**src/rtl/seg_scan_driver.sv**
```systemverilog
`default_nettype none
// ============================================================================
//  Module   : seg_scan_driver
//  Purpose  : Binary-to-BCD conversion (sequential double-dabble) feeding a
//             multiplexed, time-scanned seven-segment display driver.
//  Options  : define SEG_LZB_EN to enable leading-zero blanking.
//  Revision : 1.0 - initial release
// ============================================================================
module seg_scan_driver #(
   parameter int NUM_DIGITS = 4,
   parameter int BIN_W      = 16,
   parameter int DWELL      = 10000
) (
   input  logic                  clk,
   input  logic                  rst_n,
   input  logic                  in_valid,
   output logic                  in_ready,
   input  logic [BIN_W-1:0]      in_value,
   input  logic [NUM_DIGITS-1:0] dp_mask,
   output logic [NUM_DIGITS-1:0] an,
   output logic [7:0]            seg,
   output logic                  overflow
);

   // Decimal digits needed for the widest binary input: floor(BIN_W*log10(2))+1.
   // BIN_W*3/10 never lands on the wrong side of the floor for legal widths.
   localparam int c_BIN_DIGITS = (BIN_W * 3) / 10 + 1;
   // BCD shift register is at least as wide as the display so slices stay legal.
   localparam int c_BCD_DIGITS = (c_BIN_DIGITS > NUM_DIGITS) ? c_BIN_DIGITS : NUM_DIGITS;
   localparam int c_BCD_W      = 4 * c_BCD_DIGITS;
   localparam int c_CNT_W      = $clog2(BIN_W);
   localparam int c_IDX_W      = (NUM_DIGITS > 1) ? $clog2(NUM_DIGITS) : 1;
   localparam int c_DWELL_W    = $clog2(DWELL);

   localparam logic [c_CNT_W-1:0]   c_CNT_LAST   = c_CNT_W'(BIN_W - 1);
   localparam logic [c_DWELL_W-1:0] c_DWELL_LAST = c_DWELL_W'(DWELL - 1);
   localparam logic [c_IDX_W-1:0]   c_IDX_TOP    = c_IDX_W'(NUM_DIGITS - 1);

   localparam logic [1:0] c_IDLE   = 2'd0;
   localparam logic [1:0] c_SHIFT  = 2'd1;
   localparam logic [1:0] c_COMMIT = 2'd2;

   // conversion state
   logic [1:0]              r_state;
   logic [BIN_W-1:0]        r_bin;
   logic [c_BCD_W-1:0]      r_bcd;
   logic [c_CNT_W-1:0]      r_cnt;
   logic [NUM_DIGITS-1:0]   r_dp_cap;

   // display state
   logic [4*NUM_DIGITS-1:0] r_disp;
   logic [NUM_DIGITS-1:0]   r_dp;
   logic                    r_ovf;
   logic [c_DWELL_W-1:0]    r_dwell;
   logic [c_IDX_W-1:0]      r_idx;
   logic [NUM_DIGITS-1:0]   r_an;
   logic [7:0]              r_seg;

   logic [c_BCD_W-1:0]      w_adj;
   logic                    w_unused_top;
   logic                    w_ovf;
   logic [NUM_DIGITS-1:0]   w_blank;
   logic [NUM_DIGITS-1:0]   w_onehot;
   logic [3:0]              w_digit;
   logic                    w_dp_on;
   logic                    w_blank_cur;
   logic [6:0]              w_abcdefg;

   // Double-dabble correction: every BCD nibble of 5 or more gets +3 before the shift.
   generate
      for (genvar g = 0; g < c_BCD_DIGITS; g++) begin : g_dabble
         assign w_adj[4*g +: 4] = (r_bcd[4*g +: 4] >= 4'd5) ? (r_bcd[4*g +: 4] + 4'd3)
                                                           : r_bcd[4*g +: 4];
      end
   endgenerate

   // The top bit shifts out of the register; the register is sized so it is always zero.
   assign w_unused_top = w_adj[c_BCD_W-1];

   // Any nonzero BCD digit beyond the display width means the value does not fit.
   generate
      if (c_BCD_DIGITS > NUM_DIGITS) begin : g_ovf
         assign w_ovf = |r_bcd[c_BCD_W-1:4*NUM_DIGITS];
      end else begin : g_no_ovf
         assign w_ovf = 1'b0;
      end
   endgenerate

   assign in_ready = (r_state == c_IDLE);

   // Conversion FSM: capture, BIN_W shift cycles, one commit cycle into the display registers.
   always_ff @(posedge clk or negedge rst_n) begin
      if (!rst_n) begin
         r_state  <= c_IDLE;
         r_bin    <= '0;
         r_bcd    <= '0;
         r_cnt    <= '0;
         r_dp_cap <= '0;
         r_disp   <= '0;
         r_dp     <= '0;
         r_ovf    <= 1'b0;
      end else begin
         case (r_state)
            c_IDLE: begin
               if (in_valid) begin
                  r_bin    <= in_value;
                  r_dp_cap <= dp_mask;
                  r_bcd    <= '0;
                  r_cnt    <= '0;
                  r_state  <= c_SHIFT;
               end
            end
            c_SHIFT: begin
               r_bcd <= {w_adj[c_BCD_W-2:0], r_bin[BIN_W-1]};
               r_bin <= {r_bin[BIN_W-2:0], 1'b0};
               r_cnt <= r_cnt + 1'b1;
               if (r_cnt == c_CNT_LAST) begin
                  r_state <= c_COMMIT;
               end
            end
            c_COMMIT: begin
               r_disp  <= r_bcd[4*NUM_DIGITS-1:0];
               r_dp    <= r_dp_cap;
               r_ovf   <= w_ovf;
               r_state <= c_IDLE;
            end
            default: r_state <= c_IDLE;
         endcase
      end
   end

   // Scan timing: dwell counter wraps every DWELL cycles and steps the digit index downward.
   always_ff @(posedge clk or negedge rst_n) begin
      if (!rst_n) begin
         r_dwell <= '0;
         r_idx   <= c_IDX_TOP;
      end else if (r_dwell == c_DWELL_LAST) begin
         r_dwell <= '0;
         r_idx   <= (r_idx == '0) ? c_IDX_TOP : (r_idx - 1'b1);
      end else begin
         r_dwell <= r_dwell + 1'b1;
      end
   end

`ifdef SEG_LZB_EN
   // A digit is a leading zero when it and every digit above it are zero; units never blank.
   generate
      for (genvar g = 0; g < NUM_DIGITS; g++) begin : g_lzb
         if (g == 0) begin : g_units
            assign w_blank[g] = 1'b0;
         end else begin : g_upper
            assign w_blank[g] = ~r_ovf & ~(|r_disp[4*NUM_DIGITS-1:4*g]);
         end
      end
   endgenerate
`else
   assign w_blank = '0;
`endif

   function automatic logic [6:0] f_decode(input logic [3:0] d);
      case (d)
         4'd0:    f_decode = 7'b0000001;
         4'd1:    f_decode = 7'b1001111;
         4'd2:    f_decode = 7'b0010010;
         4'd3:    f_decode = 7'b0000110;
         4'd4:    f_decode = 7'b1001100;
         4'd5:    f_decode = 7'b0100100;
         4'd6:    f_decode = 7'b0100000;
         4'd7:    f_decode = 7'b0001111;
         4'd8:    f_decode = 7'b0000000;
         4'd9:    f_decode = 7'b0000100;
         default: f_decode = 7'b1111111;
      endcase
   endfunction

   // Select the current digit, its dp bit and blanking flag, and build the one-hot enable.
   always_comb begin
      w_digit     = '0;
      w_dp_on     = 1'b0;
      w_blank_cur = 1'b0;
      w_onehot    = '0;
      for (int i = 0; i < NUM_DIGITS; i++) begin
         if (r_idx == c_IDX_W'(i)) begin
            w_digit     = r_disp[4*i +: 4];
            w_dp_on     = r_dp[i];
            w_blank_cur = w_blank[i];
            w_onehot[i] = 1'b1;
         end
      end
   end

   // Segment pattern: dash on overflow, dark when blanked, otherwise the decoded digit.
   always_comb begin
      if (r_ovf) begin
         w_abcdefg = 7'b1111110;
      end else if (w_blank_cur) begin
         w_abcdefg = 7'b1111111;
      end else begin
         w_abcdefg = f_decode(w_digit);
      end
   end

   // Output registers: display lines are glitch-free and dark during reset.
   always_ff @(posedge clk or negedge rst_n) begin
      if (!rst_n) begin
         r_an  <= '0;
         r_seg <= 8'hFF;
      end else begin
         r_an  <= w_onehot;
         r_seg <= {w_abcdefg, ~w_dp_on};
      end
   end

   assign an       = r_an;
   assign seg      = r_seg;
   assign overflow = r_ovf;

endmodule
`default_nettype wire

```
**config.mk**
```make
export PLATFORM = sky130hd
export DESIGN_NAME = seg_scan_driver
export DESIGN_NICKNAME = d
export VERILOG_FILES = /design/src/rtl/seg_scan_driver.sv
export SDC_FILE = /design/constraint.sdc
export NUM_CORES = 1
export LEC_CHECK = 0
export CAP_MARGIN = 20
export CORE_MARGIN = 2
export CORE_UTILIZATION = 62
export CTS_CLUSTER_SIZE = 30
export DETAILED_ROUTE_END_ITERATION = 8
export GPL_TIMING_DRIVEN = 1
export PLACE_DENSITY = 0.89
export SLEW_MARGIN = 0
export SYNTH_ARGS = -nofsm -noshare
export SYNTH_HDL_FRONTEND = slang
export SYNTH_SLANG_ARGS = --single-unit
```
**constraint.sdc**
```tcl
create_clock -name clk -period 5.7 [get_ports clk]
set_clock_uncertainty 0.1 [all_clocks]
set_input_delay 0.57 -clock clk [delete_from_list [all_inputs] [get_ports clk]]
set_output_delay 0.57 -clock clk [all_outputs]
set_load 0.05 [all_outputs]
```
After elaboration in Yosys (flattened, before gate mapping)
Memory sizes are Yosys's and may differ from the RTL's.
Cells that the tools add are included.

word-level totals
  register bits after elaboration = 95
  ROM bits = 112
  input port bits = 23
  output and inout port bits = 14
  word-level logic and storage cells = 72
  memories = 1

operators by class
  add/sub/neg operators = 8
  order comparisons = 5
  equality and inequality tests = 9
  muxes and demuxes = 29
  bitwise operators = 1
  reductions and logical operators = 7

memory list
  memory            words  bits a word  rd ports  clocked after Yosys merged registers in  wr ports  RTL line  source
  (name not given)  16     7            1         0                                        0         161       case (d)

operator list
  operator                                                                              number
  20-bit case mux with 2 select lines                                                   1
  4-bit two-way mux                                                                     9
  16-bit case mux with 2 select lines                                                   1
  4-bit by 3-bit greater-or-equal comparator with 1-bit output (second input constant)  5
  20-bit two-way mux                                                                    1
  4-bit by 2-bit adder with 4-bit output (second input constant)                        4
  16-bit two-way mux                                                                    1
  14-bit by 1-bit adder with 14-bit output (second input constant)                      1
  14-bit equality test (second input constant)                                          1
  14-bit two-way mux                                                                    1
  1-bit two-way mux                                                                     8
  4-bit case mux with 2 select lines                                                    1
  7-bit two-way mux                                                                     1
  2-bit equality test (second input constant)                                           3
  2-bit two-way mux                                                                     3
  2-bit AND reduction                                                                   3
  4-bit by 1-bit adder with 4-bit output (second input constant)                        1
  2-bit by 1-bit equality test with 1-bit output (second input constant)                2
  4-bit equality test (second input constant)                                           1
  2-bit zero test                                                                       2
  2-bit != test (second input constant)                                                 2
  2-bit case mux with 2 select lines                                                    1
  4-bit OR reduction                                                                    1
  3-bit by 2-bit adder with 3-bit output (second input constant)                        1
  4 further kinds                                                                       4

Logic depth before layout (Yosys ltp)
Gate-level depths: netlist (run 1).
An unclocked memory read counts as a cell.

  word-level depth = 7
  depth in mapped cells = 10
  mapped depth without buffers = 10

Least setup slack after synthesis (run 1)
OpenSTA, ideal clock, no wires.

  path type = reg-to-reg
  start = register r_idx[1]
  end = register r_seg[2] (netlist: seg[2])
  setup time = 0.074 ns
  data arrival time = 2.025 ns
  required time = 5.526 ns
  path slack = 3.501 ns
  stages on the path, launching flop included = 11
  path buffers = 1
  clock period less this slack = 2.199 ns
  path through = dfstp_2 > inv_1 > ha_1 > clkbuf_1 > nand3b_1 > a31oi_1 > inv_1 > ha_1 > inv_1 > mux2i_1 > a21oi_1

between the ends
  cells in the longest elaborated chain, start to end = 7
  elaborated cells between the ends (all ways) = 10
  classes of those cells = eq/ne: 3; mux: 5; reduce/logical: 1; memory: 1

RTL lines
  what                             RTL line  source
  from (decl)                      55        logic [c_IDX_W-1:0] r_idx;
  from (signal assigned)           136       r_idx <= c_IDX_TOP;
  from (signal assigned)           139       r_idx <= (r_idx == '0) ? c_IDX_TOP : (r_idx - 1'b1);
  2-bit zero test                  183       if (r_idx == c_IDX_W'(i)) begin
  4-bit two-way mux (3 in series)  183
  4-bit two-way mux (*)            183
  memory 16 x 7 bit (*)            -
  7-bit two-way mux (*)            194       if (r_ovf) begin
  net w_abcdefg[1]                 67        logic [6:0] w_abcdefg;
  to (signal assigned)             210       r_seg <= {w_abcdefg, ~w_dp_on};
  to (decl)                        57        logic [7:0] r_seg;

Mark *: on every way through the listed nets, which the timed path passes. The rest lies on a longest branch.
A chain may end at the register's enable or synchronous reset.

Final worst setup path (run 1)
  start = input in_valid
  end = register r_bcd[7]

between the ends
  cells in the longest elaborated chain, start to end = 2

RTL lines
  what                           RTL line  source
  from (decl)                    16        input logic in_valid,
  2-bit != test (no line)        -
  2-bit AND reduction (no line)  -
  to (signal assigned)           114       r_bcd <= {w_adj[c_BCD_W-2:0], r_bin[BIN_W-1]};
  to (decl)                      46        logic [c_BCD_W-1:0] r_bcd;

Every way passes these cells.

==> results of run 1 <==
## through the flow
stage | instances | hold slack [ns] | setup WS [ns] | total power (uW)
3_5_place_dp | 542 | 0.3150 | 2.593 | 1852
2_1_floorplan | 427 | 0.1744 | 3.501 | 1634
3_3_place_gp | 542 | 0.3039 | 2.633 | 1791
6_report | 560 | 0.3222 | 2.917 | 2366
5_1_grt | 560 | 0.3451 | 2.826 | 2531
4_1_cts | 559 | 0.3268 | 2.916 | 2368
## cell type report
class / count / area share
Sequential cell: 95 / 0.4661
Multi-Input combinational cell: 295 / 0.3738
Inverter: 18 / 0.01318
Timing Repair Buffer: 40 / 0.07760
Clock buffer: 10 / 0.02684
Tap cell: 96 / 0.02343
Clock inverter: 6 / 0.01903
## worst max-delay path by stage
stage             start  endpoint  slack [ns]  cells past startpoint
2_1_floorplan  r_idx[1]    seg[2]        3.50                     10
3_3_place_gp   in_valid  r_bcd[3]        2.63                      5
3_5_place_dp   in_valid  r_bcd[3]        2.59                      5
4_1_cts        in_valid  r_bcd[7]        2.92                      5
5_1_grt        in_valid  r_bcd[7]        2.83                      5
6_report       in_valid  r_bcd[7]        2.92                      5
## where the power goes
group	switching, uW	internal (uW)	total, uW
clock network	248	267	515
registers	161	887	1050
logic	464	338	803
## metal layers
metal,GRT usage,up-vias,routed length [um]
met5,0,-,0
li1,-,1553,-
met2,0.3962,89,4448
met4,0.1074,0,180
met3,0.04198,19,346
met1,0.3213,1571,3692
## cells in the mapped netlist, types with 3 or more instances
library cell,count
dfrtp_1,85
nor2_1,50
nand2_1,34
o21ai_0,29
ha_1,23
nand3_1,23
a21oi_1,18
inv_1,18
mux2_2,17
o22ai_1,16
clkbuf_1,14
xnor2_1,11
dfstp_2,10
nand2b_1,9
o31ai_1,9
xor2_1,8
a32o_1,5
o211ai_1,5
mux2i_1,4
nand4_1,4
and2_1,3
buf_1,3
nand3b_1,3
## repair_timing
item,CTS,global route
endpoints found under the hold margin,12,0
setup buffers,0,0
hold buffers,1,0
## flip-flops by register name, indices dropped and copies added (netlist names)
signal    cells
r_dwell      14
an            4
r_idx         2
r_disp       16
r_dp_cap      4
r_bin        16
r_dp          4
r_cnt         4
seg           8
r_bcd        20
r_state       2
overflow      1
## kinds of logic (layout without fill, tap and decap cells)
group / Yosys count / after routing / share of synthesized area
simple gates: 139 / 139 / 0.1466
flops: 95 / 95 / 0.5373
compound gates: 93 / 93 / 0.1302
buf+inv: 37 / 74 / 0.03178
fa+ha+maj: 23 / 23 / 0.06470
mux: 21 / 21 / 0.05204
xor+xnor: 19 / 19 / 0.03741
==> reports/qor.yml, run 1 <==
synthesis:
  yosysTopAreaCell: "dfrtp_1"
  netlist_top_cells_area: "dfrtp_1 (48%), ha_1 (6.5%), dfstp_2 (5.9%)"
  syn_nets: 473
  synthFlopType: "dfrtp_1"
  yosys.cell_types.count: 43
  ys_ff_latch: 95
  yosysWarnings: 0
  avgSynthCellArea_sq_um: 10.42
  synthArstFlopShare: 1.000
  syn-instance-count: 427
  synth_area_sq_mm: 0.004448
  yosysTopAreaCellShare: 0.4782
  ys_seq_area_frac: 0.5373
  synth-edff-count: 0
setup_path:
  crit_family: "simple AND/OR/NAND/NOR gates"
  reg2reg_from: "r_idx[0]"
  worst_path_largest_cell_delay_ns: 0.79
  crit_chain: "clkdlybuf4s50_1, or3b_2, nand2_1, o31ai_1, a32o_1"
  criticalPathCategory: "in2reg"
  critPathBufInv: 1
  end_kind: "flip-flop"
  r2r_end: "seg[2]"
  arrival_ns: 2.93
  worst-path-max-fanout: 41
  r2r_slack_ns: 3.03
  reg2reg_depth: 10
  crit_required_ns: 5.85
  setup.worst_path.start_class: "input port"
  slowest_stage: "or3b_2"
grt:
  grt.total_usage: 0.2431
  antenna_found_initial: 0
  grt_overflow: 0
  grt_pass1_wl_mm: 14.75
  grt_pass1_vias: 3236
  grt_max_degree: 74
pwr:
  ir_worst_vdd_mv: 0.3458
  p_leak_uw: 0.002230
  power_density_mw_per_mm2: 461.4
hold_path:
  min_path_type: "reg2reg"
  hold_depth: 1
  min_from: "r_dp[3]"
  whs_endpoint: "seg[0]"
cells_and_area:
  mostFrequentLayoutCells: "dfrtp_1 (85), nor2_1 (50), clkdlybuf4s50_1 (35)"
  final_common_cell: "dfrtp_1"
  fin_area_sq_mm: 0.005127
  drive_above_1_share: 0.1121
  n_antenna_cell: 0
  nets: 505
  area_growth_pct: 15.27
  multi_input_area_sq_mm: 0.001917
  regArea_sq_mm: 0.002390
  fin_util: 0.7464
  fill_cells: 463
sta:
  slew_headroom: 0.4163
  rsz0062_at_grt: "false"
  max_freq_mhz: 359.4
  hold_viol: 0
  period_minus_slack_ns: 2.783
  min_period_over_period: 0.4882
  drv_slew: 0
  worst_slew_pin_slew_ns: 0.8755
  fin_setup_tns_ns: 0
  setup_viol: 0
placement:
  port_buffers: 36
  place_area_sq_mm: 0.004867
  hpwl_mm: 6.026
  gp_congestion: 0.8386
clock_tree:
  cts_resized: 0
  cts_root_buf: "clkbuf_8"
  clock_latency_ns: 0.36
  cts_buffers: 9
  htreeDepth: 3
  clockBufferDepth: 2
  clk_pin_slew_ns: 0.10
  cts.sinks: 95
  cts_tree: "built"
floorplan:
  initial_core_util: 0.6475
  dieArea_sq_mm: 0.007868
  coreArea_sq_mm: 0.006869
  die_y_um: 88.70
  top_level_ports: 37
  rows: 30
  die_x_um: 88.70
routing:
  ant_nets: 0
  wl_mm: 8.667
  drt_iter0_drc: 261
  drc: 0
  drt-vias-per-instance: 5.771
  wl_per_cell_um: 15.48
  first_pass_iters: 5
  vias: 3232
run_status:
  status: "completed"
job:
  maxCapViolCount: 0
Note: power is estimated with default switching activity, not from simulation.
==> run 2: changes to the inputs <==
CORE_UTILIZATION = 58   (was 62)
PLACE_DENSITY = 0.85   (was 0.89)
clock period = 2.8 ns   (was 5.7 ns; I/O delays follow)
==> run 2 against run 1 <==
Against the previous run: routed wire length down 5.8%; combinational power up 110%; die area up 6.6%; register-to-register slack worse by 2.7 ns; utilization down 4.3 points; critical endpoint is now seg[2]; worst hold slack better by 0.050 ns; sequential power up 100%.
==> reports/qor.yml, run 2 (synthesis gave the netlist of run 1 again) <==
run_status:
  status: "completed"
routing:
  vias: 3192
  first_pass_iters: 4
  drt_iter0_drc: 161
  ant_nets: 0
  drc: 0
  wl_mm: 8.161
  drt-vias-per-instance: 5.630
  wl_per_cell_um: 14.39
floorplan:
  top_level_ports: 37
  initial_core_util: 0.6068
  die_x_um: 91.57
  coreArea_sq_mm: 0.007331
  rows: 31
  dieArea_sq_mm: 0.008385
  die_y_um: 91.57
cells_and_area:
  area_growth_pct: 16.01
  fin_util: 0.7039
  final_cells: 567
  fin_area_sq_mm: 0.005160
  fill_cells: 515
  final_common_cell: "dfrtp_1"
  nets: 509
  n_antenna_cell: 0
  mostFrequentLayoutCells: "dfrtp_1 (85), nor2_1 (50), clkdlybuf4s50_1 (35)"
  drive_above_1_share: 0.1197
  reg_top3: "r_bcd (20), r_bin (16), r_disp (16)"
  regMostFlops: "r_bcd"
  largest_reg_flops: 20
clock_tree:
  htreeDepth: 3
  cts_root_buf: "clkbuf_8"
  cts_tree: "built"
  clock_latency_ns: 0.35
  clockBufferDepth: 2
  cts_buffers: 9
  cts.sinks: 95
  clk_pin_slew_ns: 0.09
setup_path:
  setup.worst_path.start_class: "flip-flop"
  crit_chain: "inv_1, ha_1, nand2b_1, o22ai_1, a31oi_2, inv_1, ha_1, inv_1, mux2i_1, a21oi_1"
  worst_path_largest_cell_delay_ns: 0.57
  arrival_ns: 2.65
  slowest_stage: "dfstp_2"
  end_kind: "flip-flop"
  crit_required_ns: 2.98
  worst-path-max-fanout: 6
  crit_top_cell: "inv_1"
  criticalPathCategory: "reg2reg"
sta:
  fin_setup_tns_ns: 0
  slew_headroom: 0.2903
  drv_slew: 0
  worst_slew_pin_slew_ns: 1.065
  hold_viol: 0
  min_period_over_period: 0.8841
  setup_viol: 0
  period_minus_slack_ns: 2.475
  setup_ws_ns: 0.3246
  rsz0062_at_grt: "false"
  max_freq_mhz: 404.0
grt:
  grt_overflow: 0
  grt_max_degree: 53
  grt.total_usage: 0.2097
  grt_pass1_wl_mm: 14.30
  antenna_found_initial: 0
  grt_pass1_vias: 3105
hold_path:
  min_path_type: "reg2reg"
placement:
  port_buffers: 36
  hpwl_mm: 5.788
  place_area_sq_mm: 0.004921
  dp.cells: 550
  gp_congestion: 0.9082
  dp_slack_ns: 0.3111
pwr:
  p_leak_uw: 0.002241
  ir_worst_vdd_mv: 0.5576
  power_density_mw_per_mm2: 924.3
job:
  maxCapViolCount: 0
[run 2: cell types whose count changed in the layout (fill, tap and decap cells not counted), sizes merged]
cell    delta
inv        -3
buf        +4
clkinv     +3
[run 2: what timing repair did]
item,in CTS,in global routing
gates resized for setup,0,1
setup buffers,0,0
endpoints found under the hold margin,50,0
setup endpoints to repair,0,1
hold buffers,1,0
[run 2: layout make-up]
type / count / area [sq um] / area share
Sequential cell: 95 / 2390 / 0.4631
Multi-Input combinational cell: 295 / 1923 / 0.3727
Timing Repair Buffer: 44 / 432.9 / 0.08390
Clock buffer: 10 / 127.6 / 0.02473
Tap cell: 99 / 123.9 / 0.02401
Clock inverter: 6 / 95.09 / 0.01843
Inverter: 18 / 67.56 / 0.01309
[run 2: final timing paths]
kind	start	to	slack [ns]	cells past startpoint
worst max-delay path	r_idx[0]	seg[2]	0.32	10
worst min-delay path	r_dwell[13]	r_dwell[13]	0.37	1
worst max register to register	r_idx[0]	seg[2]	0.32	10
worst min register to register	r_dwell[13]	r_dwell[13]	0.37	1
max in group asynchronous	rst_n	r_idx[1]	1.54	3
min in group asynchronous	rst_n	r_dp_cap[1]	0.40	2
[run 2: per-layer routing]
metal	share of wire	track usage	vias up
li1	-	-	1563
met1	0.46	0.2859	1553
met2	0.48	0.3352	60
met5	0	0	-
met4	0.025	0.09091	0
met3	0.032	0.03154	16
[run 2: worst max-delay path, delay by kind of cell (launching register included)]
family	cells	cell delay (ns)
simple gates	1	0.22
fa+ha+maj	2	0.49
compound gates	3	0.62
mux	1	0.08
buf+inv	3	0.32
flops	1	0.57
[run 2: report_power, final]
group	internal (uW)	switching, uW
Clock	512	473
Combinational	708	942
Sequential	1810	328
[run 2: through the flow]
| stage | power [uW] | hold WS (ns) |
|---|---|---|
| floorplan | 3327 | -0.1156 |
| global placement | 3686 | 0.2514 |
| detailed placement | 3799 | 0.2569 |
| CTS | 4789 | 0.3783 |
| global route | 5111 | 0.3941 |
| finish | 4769 | 0.3726 |
